### src/rtl/sdf_fft32_pkg.sv
// Shared constants, state type and helpers for the 32-point SDF FFT sequencer.
package sdf_fft32_pkg;

  localparam int NPT     = 32;
  localparam int NSTG    = 5;
  localparam int STG_REG = 1;
  localparam int CNT_W   = $clog2(NPT);

  // Cycle offset of stage s: sum of the latencies of all stages ahead of it.
  function automatic int stage_off(input int s);
    int acc;
    acc = 0;
    for (int i = 0; i < s; i++) begin
      acc += (16 >> i) + STG_REG;
    end
    return acc;
  endfunction

  localparam int STG_OFF [NSTG] = '{stage_off(0), stage_off(1), stage_off(2),
                                    stage_off(3), stage_off(4)};

  // Total pipe latency: a sample entering stage 0 leaves the last stage L advances later.
  localparam int L      = stage_off(NSTG - 1) + 1 + STG_REG;
  localparam int FCNT_W = $clog2(L + 1);

  typedef enum logic [1:0] {
    ST_IDLE,
    ST_RUN,
    ST_FLUSH
  } state_e;

  function automatic logic [4:0] bitrev5(input logic [4:0] v);
    logic [4:0] r;
    for (int i = 0; i < 5; i++) begin
      r[i] = v[4-i];
    end
    return r;
  endfunction

endpackage

### src/rtl/sdf_fft32_ctrl_if.sv
// Handshake and control bundle between the sequencer and the SDF pipeline.
interface sdf_fft32_ctrl_if;
  logic        in_valid;
  logic        in_ready;
  logic        flush_req;
  logic        stage_en;
  logic        in_zero;
  logic [4:0]  bf_en;
  logic [29:0] tw_addr;
  logic        out_valid;
  logic [4:0]  out_index;
  logic        frame_done;
  logic        busy;

  modport master (
    input  in_valid, flush_req,
    output in_ready, stage_en, in_zero, bf_en, tw_addr,
           out_valid, out_index, frame_done, busy
  );

  modport slave (
    output in_valid, flush_req,
    input  in_ready, stage_en, in_zero, bf_en, tw_addr,
           out_valid, out_index, frame_done, busy
  );
endinterface

### src/rtl/sdf_stage_seq.sv
// Per-stage decode: local count, butterfly/bypass select and twiddle address.
module sdf_stage_seq
  import sdf_fft32_pkg::*;
#(
  parameter int STAGE  = 0,
  parameter int OFF    = 0,
  parameter int TW_OFS = 0
) (
  input  logic [4:0] acnt_i,
  input  logic       active_i,
  output logic       bf_en_o,
  output logic [5:0] tw_addr_o
);

  localparam logic [4:0] OFF5 = 5'(OFF % 32);
  localparam logic [5:0] TWO6 = 6'(TW_OFS % 64);

  logic [4:0] k;

  // Local count wraps mod 32; the stage's half-period bit selects butterfly mode.
  assign k         = acnt_i - OFF5;
  assign bf_en_o   = active_i & k[NSTG-1-STAGE];
  assign tw_addr_o = active_i ? ({1'b0, k} + TWO6) : 6'd0;

endmodule

### src/rtl/sdf_fft32_ctrl.sv
// Sequencing controller for the 32-point radix-2 SDF FFT pipeline.
module sdf_fft32_ctrl
  import sdf_fft32_pkg::*;
#(
  parameter int TW_OFS = 0
) (
  input  logic             clk,
  input  logic             rst,
  sdf_fft32_ctrl_if.master bus
);

  localparam logic [FCNT_W-1:0] L_W = FCNT_W'(L);

  state_e             state_q, state_d;
  logic [CNT_W-1:0]   acnt_q, acnt_d;
  logic [CNT_W-1:0]   scnt_q, scnt_d;
  logic [CNT_W-1:0]   ocnt_q, ocnt_d;
  logic [FCNT_W-1:0]  fcnt_q, fcnt_d;
  logic [FCNT_W-1:0]  fl_rem_q, fl_rem_d;
  logic               pend_q, pend_d;

  logic               st_idle, st_run, st_flush;
  logic               stage_en, out_valid;
  logic [FCNT_W-1:0]  fcnt_inc;
  logic [4:0]         bf_en;
  logic [29:0]        tw_addr;

  assign st_idle  = (state_q == ST_IDLE);
  assign st_run   = (state_q == ST_RUN);
  assign st_flush = (state_q == ST_FLUSH);

  // During flush the pipe is advanced every cycle with zeros, whatever the source does.
  assign stage_en  = ((st_idle | st_run) & bus.in_valid) | st_flush;
  assign out_valid = (st_run & stage_en & (fcnt_q == L_W)) |
                     (st_flush & (fl_rem_q <= fcnt_q));
  assign fcnt_inc  = (fcnt_q == L_W) ? fcnt_q : fcnt_q + 1'b1;

  assign bus.stage_en   = stage_en;
  assign bus.in_ready   = ~st_flush;
  assign bus.in_zero    = st_flush;
  assign bus.busy       = ~st_idle;
  assign bus.out_valid  = out_valid;
  assign bus.out_index  = bitrev5(ocnt_q);
  assign bus.frame_done = out_valid & (ocnt_q == '1);
  assign bus.bf_en      = bf_en;
  assign bus.tw_addr    = tw_addr;

  for (genvar g = 0; g < NSTG; g++) begin : g_stage
    sdf_stage_seq #(
      .STAGE  (g),
      .OFF    (STG_OFF[g]),
      .TW_OFS (TW_OFS)
    ) u_seq (
      .acnt_i    (acnt_q),
      .active_i  (~st_idle),
      .bf_en_o   (bf_en[g]),
      .tw_addr_o (tw_addr[6*g +: 6])
    );
  end

  // Next-state and counter update for IDLE / RUN / FLUSH.
  always_comb begin
    // NOTE: every _d takes its _q first so no path through this block can infer a latch.
    state_d  = state_q;
    acnt_d   = acnt_q;
    scnt_d   = scnt_q;
    ocnt_d   = ocnt_q;
    fcnt_d   = fcnt_q;
    fl_rem_d = fl_rem_q;
    pend_d   = pend_q;

    case (state_q)
      ST_IDLE: begin
        if (bus.in_valid) begin
          state_d = ST_RUN;
          acnt_d  = acnt_q + 1'b1;
          scnt_d  = scnt_q + 1'b1;
          fcnt_d  = fcnt_inc;
        end
      end
      ST_RUN: begin
        if (stage_en) begin
          acnt_d = acnt_q + 1'b1;
          scnt_d = scnt_q + 1'b1;
          fcnt_d = fcnt_inc;
        end
        if (out_valid) ocnt_d = ocnt_q + 1'b1;
        pend_d = pend_q | bus.flush_req;
        // Drain only at a frame boundary, judged after this cycle's acceptance.
        if (pend_d && (scnt_d == '0)) begin
          state_d  = ST_FLUSH;
          fl_rem_d = L_W;
          pend_d   = 1'b0;
        end
      end
      ST_FLUSH: begin
        acnt_d   = acnt_q + 1'b1;
        fl_rem_d = fl_rem_q - 1'b1;
        if (out_valid) ocnt_d = ocnt_q + 1'b1;
        if (fl_rem_q == FCNT_W'(1)) begin
          state_d  = ST_IDLE;
          acnt_d   = '0;
          scnt_d   = '0;
          ocnt_d   = '0;
          fcnt_d   = '0;
          fl_rem_d = '0;
        end
      end
      default: state_d = ST_IDLE;
    endcase
  end

  // State registers; reset discards any frame in flight.
  always_ff @(posedge clk) begin
    // NOTE: reset is synchronous here, so it sits inside the clocked branch and not in the sensitivity list.
    if (rst) begin
      state_q  <= ST_IDLE;
      acnt_q   <= '0;
      scnt_q   <= '0;
      ocnt_q   <= '0;
      fcnt_q   <= '0;
      fl_rem_q <= '0;
      pend_q   <= 1'b0;
    end else begin
      state_q  <= state_d;
      acnt_q   <= acnt_d;
      scnt_q   <= scnt_d;
      ocnt_q   <= ocnt_d;
      fcnt_q   <= fcnt_d;
      fl_rem_q <= fl_rem_d;
      pend_q   <= pend_d;
    end
  end

endmodule

### src/flat_wrapper.sv
// flat-port wrapper written by rule: the top's interface ports become plain ports
module sdf_fft32_ctrl_flat import sdf_fft32_pkg::*;
#(
  parameter int TW_OFS = 0
)
  (clk, rst, bus_in_valid, bus_flush_req, bus_in_ready, bus_stage_en, bus_in_zero, bus_bf_en, bus_tw_addr, bus_out_valid, bus_out_index, bus_frame_done, bus_busy);
  sdf_fft32_ctrl_if bus_i ();
  input  logic clk;
  input  logic rst;
  input wire logic [$bits(bus_i.in_valid)-1:0] bus_in_valid;
  input wire logic [$bits(bus_i.flush_req)-1:0] bus_flush_req;
  output wire logic [$bits(bus_i.in_ready)-1:0] bus_in_ready;
  output wire logic [$bits(bus_i.stage_en)-1:0] bus_stage_en;
  output wire logic [$bits(bus_i.in_zero)-1:0] bus_in_zero;
  output wire logic [$bits(bus_i.bf_en)-1:0] bus_bf_en;
  output wire logic [$bits(bus_i.tw_addr)-1:0] bus_tw_addr;
  output wire logic [$bits(bus_i.out_valid)-1:0] bus_out_valid;
  output wire logic [$bits(bus_i.out_index)-1:0] bus_out_index;
  output wire logic [$bits(bus_i.frame_done)-1:0] bus_frame_done;
  output wire logic [$bits(bus_i.busy)-1:0] bus_busy;
  assign bus_i.in_valid = bus_in_valid;
  assign bus_i.flush_req = bus_flush_req;
  assign bus_in_ready = bus_i.in_ready;
  assign bus_stage_en = bus_i.stage_en;
  assign bus_in_zero = bus_i.in_zero;
  assign bus_bf_en = bus_i.bf_en;
  assign bus_tw_addr = bus_i.tw_addr;
  assign bus_out_valid = bus_i.out_valid;
  assign bus_out_index = bus_i.out_index;
  assign bus_frame_done = bus_i.frame_done;
  assign bus_busy = bus_i.busy;
  sdf_fft32_ctrl #(.TW_OFS(TW_OFS)) u_core (.clk(clk), .rst(rst), .bus(bus_i));
endmodule
### config.mk
export PLATFORM = sky130hd
export DESIGN_NAME = sdf_fft32_ctrl_flat
export DESIGN_NICKNAME = d
export VERILOG_FILES = /design/src/rtl/sdf_fft32_pkg.sv /design/src/rtl/sdf_fft32_ctrl_if.sv /design/src/rtl/sdf_stage_seq.sv /design/src/rtl/sdf_fft32_ctrl.sv /design/src/flat_wrapper.sv
export SDC_FILE = /design/constraint.sdc
export NUM_CORES = 1
export LEC_CHECK = 0
export ABC_CLOCK_PERIOD_IN_PS = 4100
export CORE_ASPECT_RATIO = 1.75
export CORE_MARGIN = 5
export CORE_UTILIZATION = 39
export CTS_CLUSTER_DIAMETER = 200
export DETAILED_ROUTE_END_ITERATION = 7
export PLACE_DENSITY = 0.65
export SYNTH_ARGS = -nofsm -noshare
export SYNTH_HDL_FRONTEND = slang
export SYNTH_HIERARCHICAL = 1
export SYNTH_SLANG_ARGS = --single-unit
export TNS_END_PERCENT = 20
### constraint.sdc
create_clock -name clk -period 4.1 [get_ports clk]
set_input_delay 0.41 -clock clk [delete_from_list [all_inputs] [get_ports clk]]
set_output_delay 0.41 -clock clk [all_outputs]
set_load 0.01 [all_outputs]
==> results of run 1 <==
==> per-stage QoR <==
stage                     setup WS [ps]  area (sq um)
after global routing                492          3200
after global placement             1150          3050
after detailed placement           1110          3050
after floorplan                    1800          2630
final                               833          3200
after CTS                           855          3200
==> Yosys cell counts (7+ instances only) <==
cell | n | area, sq um
a21oi_1 | 13 | 65.1
a31oi_1 | 8 | 50.1
and2_1 | 13 | 81.3
buf_4 | 11 | 82.6
clkbuf_1 | 8 | 30.0
dfxtp_1 | 30 | 601
ha_1 | 23 | 288
inv_1 | 26 | 97.6
mux2i_1 | 9 | 90.1
nand2_1 | 20 | 75.1
nand2b_1 | 8 | 50.1
nand3_1 | 14 | 70.1
nand4_1 | 9 | 56.3
nor2_1 | 28 | 105
nor2b_1 | 10 | 62.6
nor3_1 | 11 | 55.1
o21ai_0 | 7 | 35.0
==> per-layer routing <==
layer | global-route usage | vias up | wire, um
met2 | 0.284 | 67 | 3430
li1 | - | 1251 | -
met5 | 0 | - | 0
met1 | 0.162 | 1153 | 2570
met3 | 0.0229 | 10 | 283
met4 | 0.0718 | 0 | 165
==> cells by family (layout without fill, tap and decap cells) <==
family	after synthesis	in the layout	share of synthesized area
and+or+nand+nor	138	138	0.290
AOI/OAI and AO/OA	74	74	0.214
buffers and inverters	51	82	0.0928
DFF	30	30	0.228
adders and majority gates	23	23	0.109
muxes	9	9	0.0343
xor gates and xnor gates	7	7	0.0233
other	5	5	0.00714
==> worst reg2reg max path, stage by stage, from the launching register on <==
cell and delay, ps:
dfxtp_1 380, inv_1 160, ha_1 440, inv_1 260
a2111oi_2 660, a211oi_4 140, nor3b_2 210, a32o_2 230
==> layout make-up <==
| class | instances | area share |
|---|---|---|
| Tap cell | 82 | 0.0321 |
| Timing Repair Buffer | 46 | 0.143 |
| Sequential cell | 30 | 0.188 |
| Clock buffer | 7 | 0.0446 |
| Inverter | 28 | 0.0329 |
| Multi-Input combinational cell | 256 | 0.558 |
| Clock inverter | 1 | 0.00157 |
==> power groups by stage <==
stage                     Sequential, W  Combinational, W  Clock [W]
after detailed placement       0.000422          0.000869          0
after global routing           0.000427          0.000957   0.000390
after global placement         0.000420          0.000856          0
after floorplan                0.000383          0.000635          0
after CTS                      0.000416          0.000871   0.000379
final                          0.000417          0.000863   0.000370
==> final timing paths <==
check / to / start / slack, ps
max: bus_frame_done / u_core/fcnt_q[3]$_SDFFE_PP0P_ / 830
min: u_core/fcnt_q[1]$_SDFFE_PP0P_ / u_core/fcnt_q[1]$_SDFFE_PP0P_ / 470
max reg2reg: u_core/fl_rem_q[3]$_SDFFE_PP0P_ / u_core/state_q[1]$_SDFFE_PP0P_ / 1520
min reg2reg: u_core/fcnt_q[1]$_SDFFE_PP0P_ / u_core/fcnt_q[1]$_SDFFE_PP0P_ / 470
==> layout by cell type, fill, tap and decap left out, types with 6 or more instances in the layout <==
master	n
clkdlybuf4s50_1	44
dfxtp_1	30
nor2_1	28
inv_1	26
ha_1	23
nand2_1	20
nand3_1	14
a21oi_1	13
and2_1	13
nor3_1	11
nor2b_1	10
nand4_1	9
mux2i_1	9
nand2b_1	8
a31oi_1	8
o21ai_0	7
xor2_1	6
==> flip-flops by register name, indices dropped and copies added (netlist names) <==
signal,flops
u_core/pend_q,1
u_core/state_q,2
u_core/fl_rem_q,6
u_core/scnt_q,5
u_core/ocnt_q,5
u_core/fcnt_q,6
u_core/acnt_q,5
==> results.tsv, run 1 <==
stage	metric	value	unit
timing	max_freq	306	MHz
placed_design	hpwl	4930	um
timing	hold_viol	0	
floorplan	io_pins	50	
finish	syn2layout_area_growth	21.6	%
critical_path	r2r.worst_path.cells	7	
cts	ctsHoldBuffers	0	
grt	grt_first_pass_wirelength	10700	um
finish	nets	394	
placed_design	portBuffers	44	
grt	first_global_vias	2294	
critical_path	crit_family	buffers and inverters	
detailed_routing	routed_via_density	5.51	
timing	finalSetupViolations	0	
detailed_routing	wl_per_cell	14.3	um
detailed_routing	detail_route.drc_violations	0	
grt	grt.total_usage	0.153	
cts	post_cts_resized	0	
status	status	completed	
logic_synthesis	syn_nets	364	
grt	grt_max_degree	31	
logic_synthesis	synth_seq_cells	30	
cts	insertion_delay	270	ps
cts	clk_pin_slew_worst_paths	50	ps
finish	fill_cells	669	
detailed_routing	drt_first_pass_iters	5	
logic_synthesis	synth-main-ff-cell	dfxtp_1	
pwr	p_int	0.000978	W
pwr	p_sw_frac	0.407	
critical_path	crit_type	flop to output pin	
pwr	clkPwrFrac	0.224	
floorplan	core_area	6540	sq um
pwr	power.leakage	1.27	nW
logic_synthesis	syn_area	2630	sq um
detailed_routing	num_vias	2481	
logic_synthesis	ys.warnings.count	6	
timing	clock_skew	4.68	ps
critical_path	worstSetupPathDepth	9	
timing	period_share	0.797	
detailed_routing	first_iter_violations	61	
grt	grt-ovfl-total	0	
critical_path	arrival	2860	ps
min_path	hold_path_class	flop to flop	
pwr	powerDensity	516	nW/um^2
timing	tns	0	ps
critical_path	endpoint_kind	output pin	
critical_path	cp.required	3690	ps
finish	post_route_cells_drive_above_1_share	0.0761	
logic_synthesis	async_flop_share	0	
cts	ctsRootBufferMaster	clkbuf_16	
timing	rsz0062_at_grt	no	
cts	tritoncts	built	
logic_synthesis	syn-mean-instance-area	7.80	sq um
grt	antenna_found_initial	0	
logic_synthesis	yosysSeqAreaShare	0.228	
critical_path	critPathMaxFanout	8	
critical_path	cp.buffers_inverters	3	
floorplan	initial_utilization	0.402	
cts	cts-buffers-inserted	5	
detailed_routing	wirelength	6440	um
critical_path	path_common_cell	a21o_1	
floorplan	die_h	119	um
cts	cts_setup_buffers	0	
timing	slew_headroom	0.542	
timing	drv_slew	0	
critical_path	start_kind	flop	
floorplan	die_area	8550	sq um
critical_path	cpPeakStageDelay	530	ps
finish	regArea	601	sq um
finish	diodes	0	
floorplan	rows	39	
pwr	power	0.00165	W
critical_path	crit_chain	inv_1 > ha_1 > a21o_1 > a21o_1 > a2111oi_0 > nor2_1 > inv_2 > and2_1 > clkdlybuf4s50_1	
pwr	comb_power_share	0.523	
timing	tightest_slew	686	ps
cts	cts_htree_levels	2	
run	cap_violations	0	
logic_synthesis	syn_inst	337	
cts	cts.path.max_buffers	2	
logic_synthesis	synth_edf_count	0	
placed_design	dp.cells	442	
finish	multi_input_area	1780	sq um
critical_path	slowest_stage	clkdlybuf4s50_1	
timing	min_period	3270	ps
pwr	p_sw	0.000672	W
pwr	seq_power_share	0.253	
finish	final_core_util	0.489	
detailed_routing	final_antenna_net_count	0	
cts	clock_sinks	30	
timing	holdWs	471	ps
min_path	min_path_cells	2	
logic_synthesis	synth.distinct_cells	69	
floorplan	die-width	72.1	um
pwr	ir_drop	247	uV
placed_design	gp_congestion	0.862	
finish	final_cells	450	
(Power assumes the default switching activity.)
==> run 2, diff against run 1 <==
ABC_CLOCK_PERIOD_IN_PS = 3140   (was 4100)
clock period = 3.14 ns   (was 4.1 ns; I/O delays follow)
==> run 2 against run 1 <==
Register-to-register slack lost 820 ps. Setup slack lost 760 ps. Sequential cell count is the same. Non-clock buffer count grew 7. First-iteration DRC count grew 49%. Combinational power grew 39%. Final cell count grew 1.6%.
==> results.tsv, run 2 (synthesized netlist as in run 1, its figures left out) <==
stage	metric	value	unit	change
floorplan	die_area	8550	sq um	unchanged
pwr	power	0.00227	W	+38%
min_path	min_path_cells	2		unchanged
cts	clock_sinks	30		unchanged
cts	insertion_delay	280	ps	about the same
grt	grt_first_pass_wirelength	11200	um	+4.0%
grt	antenna_found_initial	0		unchanged
critical_path	slowest_stage	clkdlybuf4s50_1		
timing	tns	0	ps	unchanged
timing	finalSetupViolations	0		unchanged
critical_path	cpPeakStageDelay	530	ps	about the same
critical_path	endpoint_kind	output pin		
floorplan	initial_utilization	0.402		unchanged
critical_path	cp.required	2830	ps	-860 ps
detailed_routing	num_vias	2505		+0.97%
floorplan	io_pins	50		unchanged
critical_path	crit_chain	ha_1 > a21o_1 > a21o_1 > a2111oi_1 > nor2_1 > inv_2 > and2_1 > clkdlybuf4s50_1		
cts	cts_setup_buffers	0		unchanged
floorplan	die_h	119	um	unchanged
finish	top_regs	u_core/fcnt_q (6), u_core/fl_rem_q (6)		
finish	post_route_cells_drive_above_1_share	0.0933		+0.0172
cts	tritoncts	built		
pwr	ir_drop	370	uV	+50%
detailed_routing	first_iter_violations	91		+49%
timing	drv_slew	0		unchanged
timing	slew_headroom	0.577		+0.0358
grt	grt_max_degree	31		unchanged
cts	post_cts_resized	0		unchanged
critical_path	crit_type	flop to output pin		
critical_path	r2r_slack	700	ps	-820 ps
grt	grt.total_usage	0.159		+0.00588
run	cap_violations	0		unchanged
finish	most-common-layout-cells	clkdlybuf4s50_1, dfxtp_1, nor2_1		
critical_path	start_kind	flop		
critical_path	critPathMaxFanout	8		unchanged
critical_path	path_common_cell	a21o_1		
finish	nets	401		+1.8%
pwr	power.leakage	1.31	nW	+3.0%
grt	first_global_vias	2450		+6.8%
floorplan	core_area	6540	sq um	unchanged
detailed_routing	routed_via_density	5.48		-0.58%
cts	clk_pin_slew_worst_paths	60	ps	about the same
detailed_routing	wl_per_cell	14.6	um	+2.2%
timing	min_period	3070	ps	
status	status	completed		
critical_path	arrival	2760	ps	-100 ps
detailed_routing	detail_route.drc_violations	0		unchanged
critical_path	r2r_start	u_core/scnt_q[0]$_SDFFE_PP0P_		
timing	tightest_slew	633	ps	-53.0 ps
cts	cts.path.max_buffers	2		unchanged
cts	ctsHoldBuffers	0		unchanged
timing	max_freq	326	MHz	
detailed_routing	drt_first_pass_iters	4		-1
min_path	hold_path_class	flop to flop		
cts	cts_htree_levels	2		unchanged
detailed_routing	wirelength	6680	um	+3.7%
min_path	worstHoldStart	u_core/fcnt_q[1]$_SDFFE_PP0P_		
floorplan	die-width	72.1	um	unchanged
detailed_routing	final_antenna_net_count	0		unchanged
placed_design	gp_congestion	0.898		+4.2%
cts	ctsRootBufferMaster	clkbuf_16		
finish	final_common_cell	clkdlybuf4s50_1		
critical_path	worstReg2RegEnd	u_core/fl_rem_q[3]$_SDFFE_PP0P_		
floorplan	rows	39		unchanged
cts	cts-buffers-inserted	5		unchanged
placed_design	portBuffers	44		unchanged
timing	period_share	0.978		
min_path	hold-path-endpoint	u_core/fcnt_q[1]$_SDFFE_PP0P_		
critical_path	r2r.worst_path.cells	7		unchanged
finish	syn2layout_area_growth	24.2	%	
timing	hold_viol	0		unchanged
placed_design	hpwl	5040	um	+2.4%
pwr	powerDensity	696	nW/um^2	+35%
timing	clock_skew	9.02	ps	+4.34 ps
grt	grt-ovfl-total	0		unchanged
finish	diodes	0		unchanged
-- run 2: cell types whose count changed in the layout (fill, tap and decap cells not counted) --
cell | previous run | this run
dfxtp_2 | 0 | 1
dfxtp_1 | 30 | 29
bufinv_16 | 0 | 1
clkbuf_8 | 1 | 0
a2111oi_1 | 0 | 1
clkbuf_1 | 1 | 2
a2111oi_0 | 2 | 1
buf_4 | 2 | 9
clkinv_2 | 1 | 0
-- run 2: layer usage --
layer,GRT usage,vias to the layer above,share of wire
met2,0.293,78,0.55
met1,0.160,1151,0.38
met5,0,-,0
li1,-,1262,-
met4,0.0906,0,0.025
met3,0.0289,14,0.048
-- run 2: how the worst max path moves through the flow --
| stage | end | slack, ps | start | depth (start not counted) |
|---|---|---|---|---|
| 2_1_floorplan | bus_frame_done | 940 | u_core/fcnt_q[3]$_SDFFE_PP0P_ | 8 |
| 3_3_place_gp | bus_frame_done | 410 | u_core/fcnt_q[3]$_SDFFE_PP0P_ | 9 |
| 3_5_place_dp | bus_frame_done | 380 | u_core/fcnt_q[3]$_SDFFE_PP0P_ | 9 |
| 4_1_cts | bus_frame_done | 50 | u_core/fcnt_q[3]$_SDFFE_PP0P_ | 9 |
| 5_1_grt | bus_frame_done | -20 | u_core/fcnt_q[3]$_SDFFE_PP0P_ | 9 |
| 6_report | bus_frame_done | 70 | u_core/fl_rem_q[3]$_SDFFE_PP0P_ | 8 |
-- run 2: worst max-delay path: cells and delay by family (launching register included) --
family | cells | cell delay (ps)
buffers and inverters | 2 | 670
AO/OA/AOI/OAI | 3 | 780
flip-flops | 1 | 460
AND/OR/NAND/NOR | 2 | 280
adder cells (fa/ha/maj) | 1 | 300
-- run 2: cell type report --
type,count,area (sq um)
Fill cell,666,3270
Multi-Input combinational cell,256,1790
Sequential cell,30,602
Timing Repair Buffer,53,508
Clock buffer,7,133
Inverter,28,105
Tap cell,82,103
Clock inverter,1,30.0
-- run 2: per-stage QoR --
step / cells / hold WS (ps) / instance area [sq um] / utilization / worst slack [ps]
after floorplan: 337 / 449 / 2630 / - / 938
after global placement: 449 / 461 / 3100 / 0.474 / 407
after detailed placement: 449 / 474 / 3100 / 0.474 / 376
after CTS: 457 / 482 / 3260 / 0.499 / 52.9
after global routing: 457 / 516 / 3270 / 0.499 / -23.2
final: 457 / 473 / 3270 / 0.499 / 69.4
-- run 2: report_power, final --
group	switching [W]	total, W	internal, W
Combinational	0.000649	0.00120	0.000554
Clock	0.000170	0.000544	0.000374
Sequential	0.0000879	0.000527	0.000439
Total	0.000906	0.00227	0.00137
